### src/rtl/ws2812_pkg.sv
// ws2812_pkg: definitions shared by the WS2812 receiver and transmitter.
//   - state_t        : receiver decode states
//   - PIXEL_BITS     : bits per GRB pixel
//   - 16 MHz timing  : one source for T0H/T1H/bit period/latch gap on both ends
//   - sat_sum()      : saturating add used by the level-duration counter
package ws2812_pkg;

   typedef enum logic [1:0] {
      ST_SYNC = 2'd0,  // waiting for a full latch gap before trusting the line
      ST_IDLE = 2'd1,  // between frames, waiting for the first rising edge
      ST_HIGH = 2'd2,  // measuring a high pulse
      ST_LOW  = 2'd3   // measuring the low time after a pulse
   } state_t;

   localparam int PIXEL_BITS = 24;
   localparam int BIT_CNT_W  = $clog2(PIXEL_BITS);
   localparam int CNT_W      = 16;

   // 16 MHz line timing, in clock cycles
   localparam int T0H_CYCLES       = 6;
   localparam int T1H_CYCLES       = 13;
   localparam int BIT_CYCLES       = 20;
   localparam int RESET_CYCLES_DEF = 800;

   // Receiver decisions: threshold sits midway between T0H and T1H
   localparam int BIT_THRESH_DEF = (T0H_CYCLES + T1H_CYCLES + 1) / 2;
   localparam int MIN_HIGH_DEF   = 2;
   localparam int MAX_HIGH_DEF   = 32;

   function automatic logic [CNT_W-1:0] sat_sum(input logic [CNT_W-1:0] a,
                                                input logic [CNT_W-1:0] b,
                                                input logic             cin);
      logic [CNT_W:0] s;
      s = {1'b0, a} + {1'b0, b} + {{CNT_W{1'b0}}, cin};
      return s[CNT_W] ? {CNT_W{1'b1}} : s[CNT_W-1:0];
   endfunction

endpackage

### src/rtl/ws2812_rx_sync_edge.sv
// sync_edge: 2-FF synchronizer for an asynchronous pin plus registered
// rise/fall strobes. o_level is the delayed synchronized level, aligned so
// that a strobe and the new level appear in the same cycle.
//   i_clk    in  clock
//   i_rst_n  in  asynchronous active-low reset
//   i_din    in  asynchronous pin
//   o_level  out synchronized level (aligned with the strobes)
//   o_rise   out one-cycle strobe on a 0->1 transition
//   o_fall   out one-cycle strobe on a 1->0 transition
module sync_edge (
   input  logic i_clk,
   input  logic i_rst_n,
   input  logic i_din,
   output logic o_level,
   output logic o_rise,
   output logic o_fall
);

   logic r_meta, r_sync, r_prev, r_rise, r_fall;

   // NOTE: sequential state uses non-blocking assignments so every flop
   // samples the pre-edge value of its source, which is what makes the
   // synchronizer chain a chain rather than a single wire.
   always_ff @(posedge i_clk or negedge i_rst_n) begin
      if (!i_rst_n) begin
         r_meta <= 1'b0;
         r_sync <= 1'b0;
         r_prev <= 1'b0;
         r_rise <= 1'b0;
         r_fall <= 1'b0;
      end else begin
         r_meta <= i_din;
         r_sync <= r_meta;
         r_prev <= r_sync;
         r_rise <= r_sync & ~r_prev;
         r_fall <= ~r_sync & r_prev;
      end
   end

   assign o_level = r_prev;
   assign o_rise  = r_rise;
   assign o_fall  = r_fall;

endmodule

### src/rtl/ws2812_rx.sv
// ws2812_rx: WS2812 NRZ pulse-width decoder. Classifies each high pulse as a
// 0 or 1 bit, assembles 24-bit GRB pixels and reports frame ends on the
// latch gap.
//   CLK           in  system clock
//   RST_N         in  asynchronous active-low reset
//   DIN           in  asynchronous serial LED data
//   pixel_valid   out one-cycle strobe, pixel_data/pixel_index valid
//   pixel_data    out {G,R,B}, first received bit in bit 23
//   pixel_index   out 0-based pixel position within the frame
//   frame_done    out one-cycle strobe at frame end
//   frame_pixels  out pixels in the frame just ended (held)
//   frame_err     out sticky error, cleared by the next frame's first edge
module ws2812_rx
   import ws2812_pkg::*;
#(
   parameter int unsigned BIT_THRESH   = BIT_THRESH_DEF,
   parameter int unsigned MIN_HIGH     = MIN_HIGH_DEF,
   parameter int unsigned MAX_HIGH     = MAX_HIGH_DEF,
   parameter int unsigned RESET_CYCLES = RESET_CYCLES_DEF,
   parameter int unsigned IDX_W        = 8
) (
   input  logic                  CLK,
   input  logic                  RST_N,
   input  logic                  DIN,
   output logic                  pixel_valid,
   output logic [PIXEL_BITS-1:0] pixel_data,
   output logic [IDX_W-1:0]      pixel_index,
   output logic                  frame_done,
   output logic [IDX_W-1:0]      frame_pixels,
   output logic                  frame_err
);

   localparam logic [CNT_W-1:0] C_THRESH = CNT_W'(BIT_THRESH);
   localparam logic [CNT_W-1:0] C_MIN    = CNT_W'(MIN_HIGH);
   localparam logic [CNT_W-1:0] C_MAX    = CNT_W'(MAX_HIGH);
   localparam logic [CNT_W-1:0] C_RESET  = CNT_W'(RESET_CYCLES);

   logic w_level, w_rise, w_fall;

   state_t r_state, w_next_state;

   logic [CNT_W-1:0]      r_cnt, r_low_save;
   logic [PIXEL_BITS-1:0] r_shift, r_pixel_data;
   logic [BIT_CNT_W-1:0]  r_bit_cnt;
   logic [IDX_W-1:0]      r_idx, r_pixel_index, r_frame_pixels;
   logic                  r_pixel_valid, r_frame_done, r_err;

   logic w_frame_start, w_shift_en, w_bit, w_glitch, w_save_low;
   logic w_err_abort, w_frame_end, w_frame_empty;
   logic [PIXEL_BITS-1:0] w_shift_next;

   sync_edge u_sync (
      .i_clk   (CLK),
      .i_rst_n (RST_N),
      .i_din   (DIN),
      .o_level (w_level),
      .o_rise  (w_rise),
      .o_fall  (w_fall)
   );

   assign w_shift_next  = {r_shift[PIXEL_BITS-2:0], w_bit};
   assign w_frame_empty = (r_bit_cnt == '0) && (r_idx == '0);

   always_ff @(posedge CLK or negedge RST_N) begin
      if (!RST_N) r_state <= ST_SYNC;
      else        r_state <= w_next_state;
   end

   // NOTE: every signal written here gets a default first; a path that
   // leaves one unassigned would infer a latch.
   always_comb begin
      w_next_state  = r_state;
      w_frame_start = 1'b0;
      w_shift_en    = 1'b0;
      w_bit         = 1'b0;
      w_glitch      = 1'b0;
      w_save_low    = 1'b0;
      w_err_abort   = 1'b0;
      w_frame_end   = 1'b0;
      unique case (r_state)
         ST_SYNC: begin
            if (!w_level && r_cnt >= C_RESET) w_next_state = ST_IDLE;
         end
         ST_IDLE: begin
            if (w_rise) begin
               w_frame_start = 1'b1;
               w_next_state  = ST_HIGH;
            end
         end
         ST_HIGH: begin
            // A pulse that has lasted MAX_HIGH is an error even if it ends now.
            if (r_cnt >= C_MAX) begin
               w_err_abort  = 1'b1;
               w_next_state = ST_SYNC;
            end else if (w_fall) begin
               if (r_cnt < C_MIN) begin
                  w_glitch = 1'b1;
                  // A glitch as the very first pulse must not open a frame.
                  w_next_state = w_frame_empty ? ST_IDLE : ST_LOW;
               end else begin
                  w_shift_en   = 1'b1;
                  w_bit        = (r_cnt >= C_THRESH);
                  w_next_state = ST_LOW;
               end
            end
         end
         ST_LOW: begin
            if (w_rise) begin
               w_save_low   = 1'b1;
               w_next_state = ST_HIGH;
            end else if (r_cnt >= C_RESET) begin
               w_frame_end  = 1'b1;
               w_next_state = ST_IDLE;
            end
         end
         default: w_next_state = ST_SYNC;
      endcase
   end

   always_ff @(posedge CLK or negedge RST_N) begin
      if (!RST_N) begin
         r_cnt          <= '0;
         r_low_save     <= '0;
         r_shift        <= '0;
         r_bit_cnt      <= '0;
         r_idx          <= '0;
         r_pixel_valid  <= 1'b0;
         r_pixel_data   <= '0;
         r_pixel_index  <= '0;
         r_frame_done   <= 1'b0;
         r_frame_pixels <= '0;
         r_err          <= 1'b0;
      end else begin
         r_pixel_valid <= 1'b0;
         r_frame_done  <= 1'b0;

         // Level duration. A rejected glitch resumes the low count as if the
         // pulse never happened: saved low time + glitch width + this cycle.
         if (w_glitch)                r_cnt <= sat_sum(r_low_save, r_cnt, 1'b1);
         else if (w_rise || w_fall)   r_cnt <= CNT_W'(1);
         else if (r_cnt != '1)        r_cnt <= r_cnt + CNT_W'(1);

         if (w_save_low) r_low_save <= r_cnt;

         if (w_frame_start) begin
            r_idx     <= '0;
            r_bit_cnt <= '0;
            r_err     <= 1'b0;
         end

         if (w_shift_en) begin
            r_shift <= w_shift_next;
            if (r_bit_cnt == BIT_CNT_W'(PIXEL_BITS - 1)) begin
               r_bit_cnt     <= '0;
               r_pixel_valid <= 1'b1;
               r_pixel_data  <= w_shift_next;
               r_pixel_index <= r_idx;
               if (r_idx == '1) r_err <= 1'b1;
               else             r_idx <= r_idx + IDX_W'(1);
            end else begin
               r_bit_cnt <= r_bit_cnt + BIT_CNT_W'(1);
            end
         end

         if (w_err_abort) r_err <= 1'b1;

         if (w_frame_end) begin
            r_frame_done   <= 1'b1;
            r_frame_pixels <= r_idx;
            if (r_bit_cnt != '0) begin
               r_err     <= 1'b1;
               r_bit_cnt <= '0;
            end
         end
      end
   end

   assign pixel_valid  = r_pixel_valid;
   assign pixel_data   = r_pixel_data;
   assign pixel_index  = r_pixel_index;
   assign frame_done   = r_frame_done;
   assign frame_pixels = r_frame_pixels;
   assign frame_err    = r_err;

endmodule

### config.mk
export PLATFORM = sky130hd
export DESIGN_NAME = ws2812_rx
export DESIGN_NICKNAME = d
export VERILOG_FILES = /design/src/rtl/ws2812_pkg.sv /design/src/rtl/ws2812_rx_sync_edge.sv /design/src/rtl/ws2812_rx.sv
export SDC_FILE = /design/constraint.sdc
export NUM_CORES = 1
export LEC_CHECK = 0
export CORE_UTILIZATION = 55
export DETAILED_ROUTE_END_ITERATION = 10
export DONT_BUFFER_PORTS = 1
export PLACE_DENSITY = 0.7
export SETUP_SLACK_MARGIN = 0.05
export SLEW_MARGIN = 10
export SYNTH_ARGS = -nofsm -noshare
export SYNTH_HDL_FRONTEND = slang
export SYNTH_SLANG_ARGS = --single-unit
### constraint.sdc
create_clock -name CLK -period 6.8 [get_ports CLK]
set_input_delay 1.36 -clock CLK [delete_from_list [all_inputs] [get_ports CLK]]
set_output_delay 1.36 -clock CLK [all_outputs]
set_load 0.1 [all_outputs]
Word level (Yosys, flattened, before mapping) --
Index checks and enable logic that the tools add are counted.
Storage, ports and cells: register bits after elaboration 118, bits of input ports 3, output and inout port bits 43, logic and storage cells 103
Operators by class: add/sub/neg operators 5, order comparisons 4, eq/ne operators 10, mux-type cells 52, bitwise logic cells 4, reduce and logical (&&, ||, !) cells 11
Operators by type and width (count):
- $mux W16 | 4
- $mux W8 | 4
- $mux W1 | 30
- $mux W5 | 5
- $add A16 B16 Y17 | 1
- $add A17 B1 Y17 const B | 1
- $add A16 B1 Y16 const B | 1
- $ge A16 B10 Y1 const B | 1
- $ge A16 B4 Y1 const B | 1
- $ge A16 B6 Y1 const B | 1
- $lt A16 B2 Y1 const B | 1
- $mux W2 | 8
- $ne A16 B16 Y1 const B | 1
- $add A8 B1 Y8 const B | 1
- $eq A8 B8 Y1 const B | 1
- $logic_not A8 Y1 | 1
- $pmux W2 S4 | 1
- $ne A3 B2 Y1 const B | 2
- $add A5 B1 Y5 const B | 1
- $eq A5 B5 Y1 const B | 1
- $logic_not A5 Y1 | 1
- $reduce_bool A5 Y1 | 1
- $eq A2 B2 Y1 const B | 2
- $reduce_and A4 Y1 | 1
- 11 further kinds | 14

Longest topological paths before layout --
Gate-level depths: netlist of run 1.
word-level depth 9, gate-level depth with buffers 11, depth with buffers taken out 10

Modules after synthesis --
A second synthesis of run 1 with hierarchy kept.
Unflattened totals: cell total of the unflattened synthesis 643, area, all modules 5989.5 um^2
Modules (own cells, without submodules):
- ws2812_rx | instances 1, cells each 636, area each 5849.4 um^2, sequential area each 2827.7 um^2
- sync_edge | instances 1, cells each 7, area each 140.1 um^2, sequential area each 125.1 um^2

Worst setup path after synthesis of run 1 --
OpenSTA, ideal clock, no wires.
path type register to output, start point reg r_err (netlist: frame_err), end point out frame_err, arrival time 0.897 ns, data required time 5.440 ns, setup slack 4.543 ns, stages on the path, launching flop included 1, buffers on the path 0, cells stage by stage dfrtp_1
RTL lines:
- start, declared | RTL line ws2812_rx.sv:46 | logic r_pixel_valid, r_frame_done, r_err;
- start signal, assigned | RTL line ws2812_rx.sv:132 | r_err <= 1'b0;
- start signal, assigned | RTL line ws2812_rx.sv:148 | r_err <= 1'b0;
- start signal, assigned | RTL line ws2812_rx.sv:158 | if (r_idx == '1) r_err <= 1'b1;
- end, declared | RTL line ws2812_rx.sv:30 | output logic frame_err
No word-level cell between the ends.

Worst setup path after layout of run 1 --
start point reg r_cnt[0], end point reg r_cnt[6]
On the way: word-level cells in the longest chain between the ends 6, elaborated cells between the ends (all ways) 15, classes of those cells add/sub: 3; order compare: 2; eq/ne: 1; mux: 8; reduce/logical: 1
RTL lines:
- start, declared | RTL line ws2812_rx.sv:42 | logic [CNT_W-1:0] r_cnt, r_low_save;
- start signal, assigned | RTL line ws2812_rx.sv:139 | if (w_glitch) r_cnt <= sat_sum(r_low_save, r_cnt, 1'b1);
- start signal, assigned | RTL line ws2812_rx.sv:141 | else if (r_cnt != '1) r_cnt <= r_cnt + CNT_W'(1);
- branches (longest 6 deep; another with $add A16 B16 Y17)
Several ways; the timed one is not identified. The select of a mux whose other input is x is not followed. A chain may end at the register's enable or synchronous reset.

==> summary.md, run 1 <==
The detail-routed via count per cell is 5.90. The dominant cell type by area after synthesis is dfrtp_1. The logs give 682 for the synthesized netlist net count and 3.41 ns for the worst-case setup slack after placement. Counting flops with an async set or reset pin after synthesis yields a share of 100%. During synthesis, Yosys emitted a total of 0 warnings. The tools report the worst clock skew as 0.00908 ns.

The flow ran to the end, and the final reports show no timing, DRC or antenna violations. Setup violations remaining at the end of the flow were counted as 0. The tightest hold path in the finished design has a slack of 0.357 ns. Compared with the post-synthesis result, the final layout area differs by 11.9%. At the later pin of the worst-skew pair, clock insertion delay measures 0.53 ns.

The run gives 57.5% as the initial core utilization. Setup repair after global routing left no endpoint under its margin. For the routability congestion estimate from global placement, the log shows 0.881.

Total power for the finished layout comes to 1.71 mW. The count of state elements after synthesis works out to 118. The die boundary height is 106 um, and the top-area cell type share of the netlist area is 49.3%. The tools report the die area as 0.0113 sq mm. The register area is 0.00295 sq mm, and the worst path buffer plus inverter count is 2. For this design the top-level I/O count stands at 46. For this run, the total global-route usage over all layers was measured as 26.3%. Cell with the largest stage delay on the worst path: a21oi_1. The via count of the first global-routing pass is 4762. The routed layout has 4718 vias.

The count of pins over their slew limit was 0; the largest net degree at the start of global routing was 119. Summed over all cells, the static leakage comes to 3.38 nW. Clock tree synthesis inserted a total of 17 buffers. At the worst endpoint, the arrival time is 3.33 ns. After detailed routing, the number of remaining DRC violations is 0. Summed over all failing endpoints, the final setup total negative slack is 0 ns.

The area of the core region is 0.0104 sq mm. Net total in the final layout: 677. Dividing the detail-routed wire length by the instance count gives 16.9 um.

In this run the worst path has a maximum fanout of 11. The floorplan step set the die width to 106 um. For this run, the leading register cell type out of synthesis is dfrtp_1.

Walking the worst path, the cells encountered are inv_1 -> ha_1 -> inv_1 -> fa_1 -> a21oi_1 -> o21ai_0 -> nand2_1 -> a21oi_1 -> nand2_1 -> o211ai_1. During placement, the flow inserted port buffers numbering 0. After clock tree synthesis, the clock-pin slew on the worst setup and hold paths is 0.06 ns. The H-tree generated during clock tree synthesis spans 4 levels.

Counting instances in the post-synthesis netlist gives the leading cell types as nand2_1 (194), dfrtp_1 (118), a21oi_1 (42). Headroom to the max-slew limit came out at 28.5%. After synthesis, the mean cell area works out to 9.13 sq um. For the count of buffers added by post-CTS timing repair for setup, the log shows 0.

At the pin with the least slew margin, the transition time is 1.06 ns. For the sum of overflow across all layers after global routing, the log shows 0. Based on the critical path, the design can be clocked at up to 345 MHz. TritonCTS built the clock tree. Once detailed placement completed, the half-perimeter wirelength came to 8900 um. The tools report the gate count after technology mapping as 656. At the worst endpoint, the required time is 7.24 ns. The longest clock path from root to sink contains 2 buffers. IR analysis of the VDD net gives a maximum drop of 0.202 mV. For the remaining antenna violation count, the log shows 0. The netlist uses 51 different library cells. The initial detailed-routing violation count is 387. The min-delay analysis places its worst path in the category reg2reg. Across all setup checks in the final design, the least slack found is 3.91 ns. The number of sinks on the clock net is 118. The largest single stage delay on the critical path is 0.60 ns.

The endpoint type of the worst setup path was a flop. The run gives 64.3% as the utilization after layout. The number of antenna repair diodes was 0; the number of rows created at floorplan was 37. For this design the ratio of total power to cell area is 256 mW/mm^2.

The run gives 23200 um as the wire length of the first global-routing pass. Gates resized during post-CTS repair numbered 0. The startpoint-to-endpoint class of the critical path was reg2reg.

The final hold violation count came out at 0. On the critical path the largest part of the delay comes from compound AO/OA/AOI/OAI gates. Summing all multi-input logic gate instances after layout gives 0.00284 sq mm. After synthesis, the cell types taking the most area are dfrtp_1 (49%), nand2_1 (12%), ha_1 (4.6%). In this run, synthesis inferred 0 flip-flops with an integrated enable.

The root buffer cell chosen for the clock tree is clkbuf_8. The tools report the max-cap violation count as 0. After synthesis the cells add up to 0.00599 sq mm. The run gives 0 as the number of buffers added to fix hold violations after cts. The total routed wirelength was 13500 um. After layout, the worst path uses 42.6% of the clock period. STA classifies the critical path startpoint as a flop. Counting the fill cells in the layout gives 829. The share of the Yosys chip area taken by registers is 49.3%. nand2_1 is the most common cell in the netlist. The clock period could shrink to 2.89 ns. The number of antenna violations at the first check in global routing is 0.

Cells with a size suffix above 1 make up 10.1% of the layout. The first detailed-routing pass ran for 5 iterations.
[kinds of logic after synthesis]
| logic type | after synthesis | share of synthesized area [%] |
|---|---|---|
| AND/OR/NAND/NOR | 311 | 23.8 |
| AO/OA/AOI/OAI | 110 | 10.7 |
| adder cells (fa/ha/maj) | 23 | 4.93 |
| multiplexers | 26 | 4.83 |
| XOR/XNOR | 21 | 3.07 |
| flip-flops | 118 | 49.3 |
| buffers and inverters | 47 | 3.34 |
[metal layers]
layer | up-vias | track usage (%) | wire length [um]
met1 | 2301 | 34.9 | 5930
met4 | 0 | 9.33 | 232
met5 | - | 0 | 0
met3 | 25 | 6.56 | 828
met2 | 144 | 41.9 | 6530
li1 | 2248 | - | -
[power by group]
group | switching [mW] | internal (mW)
clock network | 0.322 | 0.624
registers | 0.0163 | 0.709
logic | 0.0257 | 0.0180
[sequential cells by signal, indices dropped and copies added, names as in the netlist]
register        flops
pixel_data         24
r_shift            23
r_cnt              16
r_low_save         16
frame_pixels        8
pixel_index         8
r_idx               8
r_bit_cnt           5
r_state             2
frame_done          1
frame_err           1
pixel_valid         1
u_sync.o_fall       1
u_sync.o_level      1
u_sync.o_rise       1
u_sync.r_meta       1
u_sync.r_sync       1
[cell type report]
type	instances	area share, %
multi-input cells	491	42.4
well taps	136	2.54
inverters	19	1.06
clock buffers	20	6.80
flip-flops and latches	118	44.1
clock inverters	11	2.56
repair buffers	4	0.560
[metrics by stage]
stage / instances / instance area, sq um
after floorplan: 656 / 5990
after global placement: 767 / 6060
after detailed placement: 767 / 6060
after CTS: 798 / 6680
after global routing: 799 / 6700
final: 799 / 6700
[worst register-to-register path: stages (launching register included)]
cell      delay, ns
dfrtp_1        0.47
inv_1          0.13
ha_1           0.23
inv_1          0.06
fa_1           0.19
a21oi_1        0.12
o21ai_0        0.29
nand2_1        0.10
a21oi_1        0.60
nand2_1        0.40
o211ai_1       0.20
[layout by cell type, fill, tap and decap left out, types with 2 or more instances in the layout]
cell type	netlist	final
a211oi_1	6	6
a21o_1	2	2
a21oi_1	42	42
and3_1	11	11
and4_1	2	2
buf_4	0	3
bufinv_16	0	4
clkbuf_16	0	16
clkbuf_8	0	4
clkinv_2	0	2
clkinvlp_4	0	2
dfrtp_1	118	118
ha_1	22	22
inv_1	19	19
inv_6	0	2
mux2_2	23	23
mux2i_1	3	3
nand2_1	194	194
nand3_1	24	24
nand3b_1	4	4
nand4_1	10	10
nor2_1	20	20
nor2b_1	6	6
nor3_1	15	15
nor3_2	4	3
nor3b_1	2	2
nor4_1	5	5
o2111ai_1	2	2
o211a_1	3	3
o211ai_1	7	7
o21ai_0	36	36
o22ai_1	3	3
or2_2	2	2
or4_1	3	3
xnor2_1	8	8
xor2_1	13	13
[path summary, 6_finish.rpt]
check                           cells after the start  slack, ns           from        endpoint
worst min register to register                      0       0.36  u_sync.r_meta   u_sync.r_sync
worst max-delay path                               10       3.91       r_cnt[0]        r_cnt[6]
worst min-delay path                                0       0.36  u_sync.r_meta   u_sync.r_sync
min in group asynchronous                           0       0.53          RST_N  r_low_save[15]
worst max register to register                     10       3.91       r_cnt[0]        r_cnt[6]
max in group asynchronous                           0       6.10          RST_N  pixel_data[14]
Note: power is estimated with default switching activity, not from simulation.
==> run 2, diff against run 1 <==
==> constraint.sdc (replaced) <==
create_clock -name CLK -period 2.8 [get_ports CLK]
set_input_delay 0.56 -clock CLK [delete_from_list [all_inputs] [get_ports CLK]]
set_output_delay 0.56 -clock CLK [all_outputs]
set_load 0.1 [all_outputs]
==> summary.md, run 2 (synthesis gave the netlist of run 1 again) <==
The via count of the first global-routing pass was 4660. The count of cells in the finished layout, fillers not included, comes to 809. The final setup violation count is 0, and the data arrival time at the worst-slack endpoint is 2.93 ns. The first TritonRoute pass finished after 5 iterations. In this run the standard cell core region covers 0.0104 sq mm. The checks that failed: hold timing. STA classifies the critical path startpoint as a flop. The first global-routing pass estimated 22800 um of wire.

The critical path is of the reg2reg type. Of all nets on the critical path, the largest fanout is 10. Of the available clock period, the critical path in the final layout requires 89.6%.

The logs give -0.269 ns for the minimum hold slack and 46 for the top-level I/O count. The number of antenna repair diodes is 0. In this run the worst setup path begins at r_cnt[12].

The flip-flop count of the largest register, all copies and words added came out at 24. The number of buffers created by CTS was 17. The tools report the cell chosen for the clock root as clkbuf_8.

The worst setup path is captured at a flop. Across the VDD grid, the largest voltage drop is 0.422 mV. After detailed routing, the number of remaining DRC violations is 0. Wires add up to 13600 um.

The worst clock skew is 0.00716 ns. Worst hold path class: in2async. The initialized floorplan defines 37 standard-cell rows. Critical path's largest stage delay: 0.49 ns.

The wire length per cell is 16.9 um. The critical register-to-register path startpoint is r_cnt[12]. The instance count after placement with tap cells included was 780. Clock-pin slew was measured on the worst setup and hold paths at 0.06 ns.

Net total in the final layout: 689. The detail-routed via count per cell is 5.83. The worst pin sits at a relative slew slack of 37.8%. The library cells used most frequently in the layout, excluding fill and tap cells, are nand2_1 (194), dfrtp_1 (118), a21oi_1 (41). Cells fill 64.4% of the core in the end. Dividing total power by cell area gives a power density of 583 mW/mm^2. The number of antenna violations at the first check in global routing is 0, and the die boundary height is 106 um.

The worst path buffer plus inverter count came out at 1. Detailed placement ended at an HPWL of 9390 um. Entering global routing, the biggest net connects 119 pins.

In this run the remaining antenna-violating nets after routing total 0. For the die area, the log shows 0.0113 sq mm. The worst-case setup slack after placement is 0.283 ns, and the initial detailed-routing violation count is 329. The fraction of layout instances using a drive strength above 1 came out at 11.4%. TritonCTS built the clock tree. The congestion estimate from routability-driven global placement came to 0.947. Summing over every cut layer, the via total after detailed routing is 4716.

The tree built by TritonCTS fans out to 118 sinks. Across the run, the number of max-cap violations was 0. The clock passes through at most 2 buffers.

The final hold violation count was 118. The sum of overflow across all layers after global routing is 0, and the worst-margin pin slew is 0.932 ns. The critical path's top delay family was simple AND/OR/NAND/NOR gates. The run finished, with violations left. The floorplan die width was 106 um.

The H-tree was split into 4 levels. Setup repair after global routing left no endpoint under its margin. Relative to the synthesized area, the layout overhead comes to 12.1%. In the global route stage, overall resource usage came out at 26.3%. The worst path needs 2.51 ns of the cycle, external delays included.

The static leakage is 3.41 nW, and the count of buffers added by post-CTS timing repair for setup is 0. Cell with the largest stage delay on the worst path: dfrtp_1. The critical path goes through nor4_4 -> nand4_1 -> buf_4 -> nor2_2 -> nand2_1 -> o211ai_1.

The library cell used most frequently in the layout, excluding fill and tap cells, is nand2_1. In the final timing run, aggregate negative setup slack is 0 ns. The count of buffers added on input and output ports is 0. The run gives 399 MHz as the maximum frequency from static timing analysis. The logs give 57.5% for the initial core utilization and 0 for the count of pins over their slew limit. Setup slack on the critical path of the routed design comes to 0.292 ns.

Fill cells in the final layout number 842. The run gives 3.22 ns as the required time of the worst setup path. Clock latency on the worst-skew pair, taken at its later pin, is 0.52 ns.
## run 2: repair_timing
item                                    CTS  global route
endpoints found under the setup margin    0             3
hold endpoints to repair                118           118
resized for setup                         0             1
## run 2: layout make-up
type | instances | area, sq um | area share (%)
clock buffers | 20 | 445 | 6.64
repair buffers | 16 | 120 | 1.79
clock inverters | 9 | 105 | 1.57
inverters | 19 | 71.3 | 1.06
multi-input cells | 491 | 2840 | 42.4
flip-flops and latches | 118 | 2950 | 44.0
well taps | 136 | 170 | 2.54
## run 2: worst reg2reg max path, delay by kind of cell, from the launching register on
kind / cells / cell delay, ns
and+or+nand+nor: 4 / 1.45
DFF: 1 / 0.49
buffers and inverters: 1 / 0.28
AOI/OAI and AO/OA: 1 / 0.20
## run 2: power breakdown
part	leakage (nW)	switching [mW]	internal, mW
registers	1.63	0.0360	1.72
clock network	0.272	0.742	1.29
logic	1.50	0.0663	0.0526
total	3.41	0.844	3.07
## run 2: layer usage
layer	vias to the layer above	wire length, um	part of all wire (%)	global-route usage, %
li1	2272	-	-	-
met5	-	0	0	0
met2	109	6730	49	43.4
met4	0	386	2.8	11.6
met1	2306	5960	44	32.4
met3	29	570	4.2	6.99
## run 2: stage by stage
step / total power, mW / cell area (sq um)
CTS: 3.94 / 6710
detailed placement: 1.90 / 6150
global placement: 1.90 / 6150
floorplan: 1.86 / 5990
finish: 3.91 / 6710
global route: 4.03 / 6710
## run 2: final timing paths
| check | to | slack [ns] | cells past startpoint |
|---|---|---|---|
| worst max-delay path | r_cnt[13] | 0.29 | 6 |
| worst min register to register | u_sync.r_sync | 0.40 | 0 |
| max in group asynchronous | pixel_data[15] | 2.91 | 0 |
| worst min-delay path | r_low_save[9] | -0.27 | 0 |
| worst max register to register | r_cnt[13] | 0.29 | 6 |
| min in group CLK | u_sync.r_meta | 0.06 | 0 |
==> run 3, diff against run 2 <==
--- a/config.mk
+++ b/config.mk
@@ -8,9 +8,9 @@
 export CORE_UTILIZATION = 55
 export DETAILED_ROUTE_END_ITERATION = 10
 export DONT_BUFFER_PORTS = 1
+export MAX_ROUTING_LAYER = met4
 export PLACE_DENSITY = 0.7
 export SETUP_SLACK_MARGIN = 0.05
-export SLEW_MARGIN = 10
 export SYNTH_ARGS = -nofsm -noshare
 export SYNTH_HDL_FRONTEND = slang
 export SYNTH_SLANG_ARGS = --single-unit
==> constraint.sdc (replaced) <==
create_clock -name CLK -period 2.8 [get_ports CLK]
set_input_delay 0.28 -clock CLK [delete_from_list [all_inputs] [get_ports CLK]]
set_output_delay 0.28 -clock CLK [all_outputs]
set_load 0.1 [all_outputs]
==> summary.md, run 3 (synthesis gave the netlist of run 1 again) <==
Setup repair after global routing left no endpoint under its margin. 46 I/O pins were placed. The core region is 0.0104 sq mm. Maximum vdd ir drop: 0.434 mV. The number of sinks on the clock net was 118.

The worst path in the final design needs a cycle of 2.57 ns, including I/O delays and setup. Endpoint type of the worst setup path: a flop. The worst-case setup slack after placement was 0.282 ns; the clock latency at the later pin of the worst-skew pair was 0.53 ns. 0 antenna diodes ended up in the layout. The net total in the final layout came out at 692. Counting both buffers and inverters, the worst setup path holds a total of 3. The final reports fail on hold timing. The initial utilization of the core area, before any placement, comes to 57.5%. Leaving out fill and tap cells, the most frequent cells in the layout are nand2_1 (194), dfrtp_1 (118), a21oi_1 (42).

The maximum frequency from static timing analysis was 389 MHz; the number of buffers created by CTS was 17. The floorplan step set the die height to 106 um. The multi-input combinational cells in the finished layout cover a total of 0.00284 sq mm. Remaining antenna violation count: 0. The timing startpoint of the critical path is r_cnt[0]. The via count of the first global-routing pass came out at 4736.

In this run the critical register-to-register path is launched from r_cnt[0]. CTS built an H-tree with a depth of 4. The die area was 0.0113 sq mm; the buffer depth of the longest clock path was 2. For this design the ratio of total power to cell area is 597 mW/mm^2. The final setup TNS came out at 0 ns. Maximum fanout encountered on the critical timing path: 8. Cells fill 64.9% of the core in the end. The tools report the max-cap violation count as 0.

The kind of cell with the highest combined delay along the critical path is compound AO/OA/AOI/OAI gates. The congestion estimate from routability-driven global placement came to 0.942. TritonCTS built the clock tree. The tools report the wire length of the first global-routing pass as 22800 um. The worst hold path belongs to the class in2async. STA classifies the critical path startpoint as a flop. Walking the worst path, the cells encountered are inv_1 -> ha_1 -> inv_1 -> fa_1 -> a21oi_1 -> o21ai_0 -> nand2_1 -> a21oi_1 -> buf_4 -> o21ai_0 -> a22oi_1. The post-route netlist has 11.8% of its cells at a drive strength greater than 1. The startpoint-to-endpoint class of the critical path was reg2reg. Data arrival time at the worst-slack endpoint: 2.96 ns. The quantity of I/O buffers inserted on ports was 0; the floorplan die width was 106 um. The detailed router finished its first iteration with 279 violations.

Setup violations remaining at the end of the flow were counted as 0. Count of vias placed by the detailed router: 4783. The analysis attributes to cell leakage a power of 3.44 nW.

The count of pins over their slew limit was 0; the largest net degree at the start of global routing was 119. Detailed-routing iteration count for the pre-antenna-repair pass: 5. The number of antenna violations at the first check in global routing was 0; the number of instances resized during post-cts repair was 0. Summed over all layers, the global routing overflow is 0. In this run the tightest slew margin relative to its limit is 36.8%. The run finished, with violations left. Clock tree synthesis selected as its root buffer the cell clkbuf_8. The run gives -0.560 ns as the minimum hold slack.

The layout has 867 filler cells. The count of buffers added by post-CTS timing repair for setup was 0. The synthesis-to-finish area growth was 13.0%; the register clock-pin slew on the reported worst setup and hold paths was 0.06 ns.

The worst-margin pin slew was 0.947 ns. Dividing the detail-routed wire length by the instance count gives 16.9 um. In the global route stage, overall resource usage came out at 27.0%.

The design draws 4.03 mW. The number of buffers added to fix hold violations after cts was 1. The final hold violation count is 118, and the number of rows created at floorplan is 37.

The largest single stage delay on the critical path is 0.44 ns. The HPWL after detailed placement is 9420 um. The detail-routed via count per cell was 5.88.

Setup slack closes at 0.227 ns. For this design, the slowest cell found on the critical path is dfrtp_1. For this run, design rule violations remaining after detail routing come to 0. The final clock period utilization by the worst path is 91.9%, and the register area is 0.00295 sq mm.

STA puts the critical path data required time at 3.19 ns. The total routed wirelength was 13800 um; the flip-flop count of the largest register, all copies and words added was 24. The most common cell after layout, fill and taps aside is nand2_1. The worst clock skew is 0.00442 ns.
-- run 3: changes by cell type in the layout (fill, tap and decap cells not counted), sizes merged --
cell | before | now
dlygate4sd3 | 0 | 1
bufinv | 2 | 3
buf | 16 | 18
inv | 19 | 21
clkbuf | 20 | 19
-- run 3: worst paths after layout --
| path | to | slack (ns) | cells past startpoint |
|---|---|---|---|
| worst max-delay path | r_cnt[1] | 0.23 | 11 |
| worst max register to register | r_cnt[1] | 0.23 | 11 |
| worst min-delay path | r_low_save[12] | -0.56 | 0 |
| min in group CLK | u_sync.r_meta | 0.30 | 1 |
| worst min register to register | u_sync.r_sync | 0.35 | 0 |
| max in group asynchronous | r_idx[4] | 3.13 | 0 |
-- run 3: layout make-up --
type	instances	share of cell area, %
clock buffers	19	6.38
clock inverters	12	2.26
inverters	19	1.05
multi-input cells	491	42.0
flip-flops and latches	118	43.7
well taps	136	2.52
repair buffers	19	2.15
-- run 3: per-layer routing --
metal	routed length, um	up-vias	share of wire (%)	global-route usage (%)
li1	-	2279	-	-
met1	5920	2325	43	32.6
met2	6730	153	49	42.9
met3	796	26	5.8	7.36
met4	337	0	2.4	10.8
met5	0	-	0	-
-- run 3: per-stage QoR --
stage	cell area (sq um)	hold WS, ns	cells
after floorplan	5990	-0.0156	656
after global placement	6170	-0.0119	782
after detailed placement	6170	-0.0117	782
after CTS	6760	-0.578	814
after global routing	6760	-0.576	814
final	6760	-0.560	814
-- run 3: where the power goes --
group          internal [mW]  switching (mW)  total, mW  leakage [nW]
combinational         0.0524          0.0612      0.114          1.52
sequential              1.72          0.0375       1.76          1.63
clock                   1.37           0.789       2.16         0.288
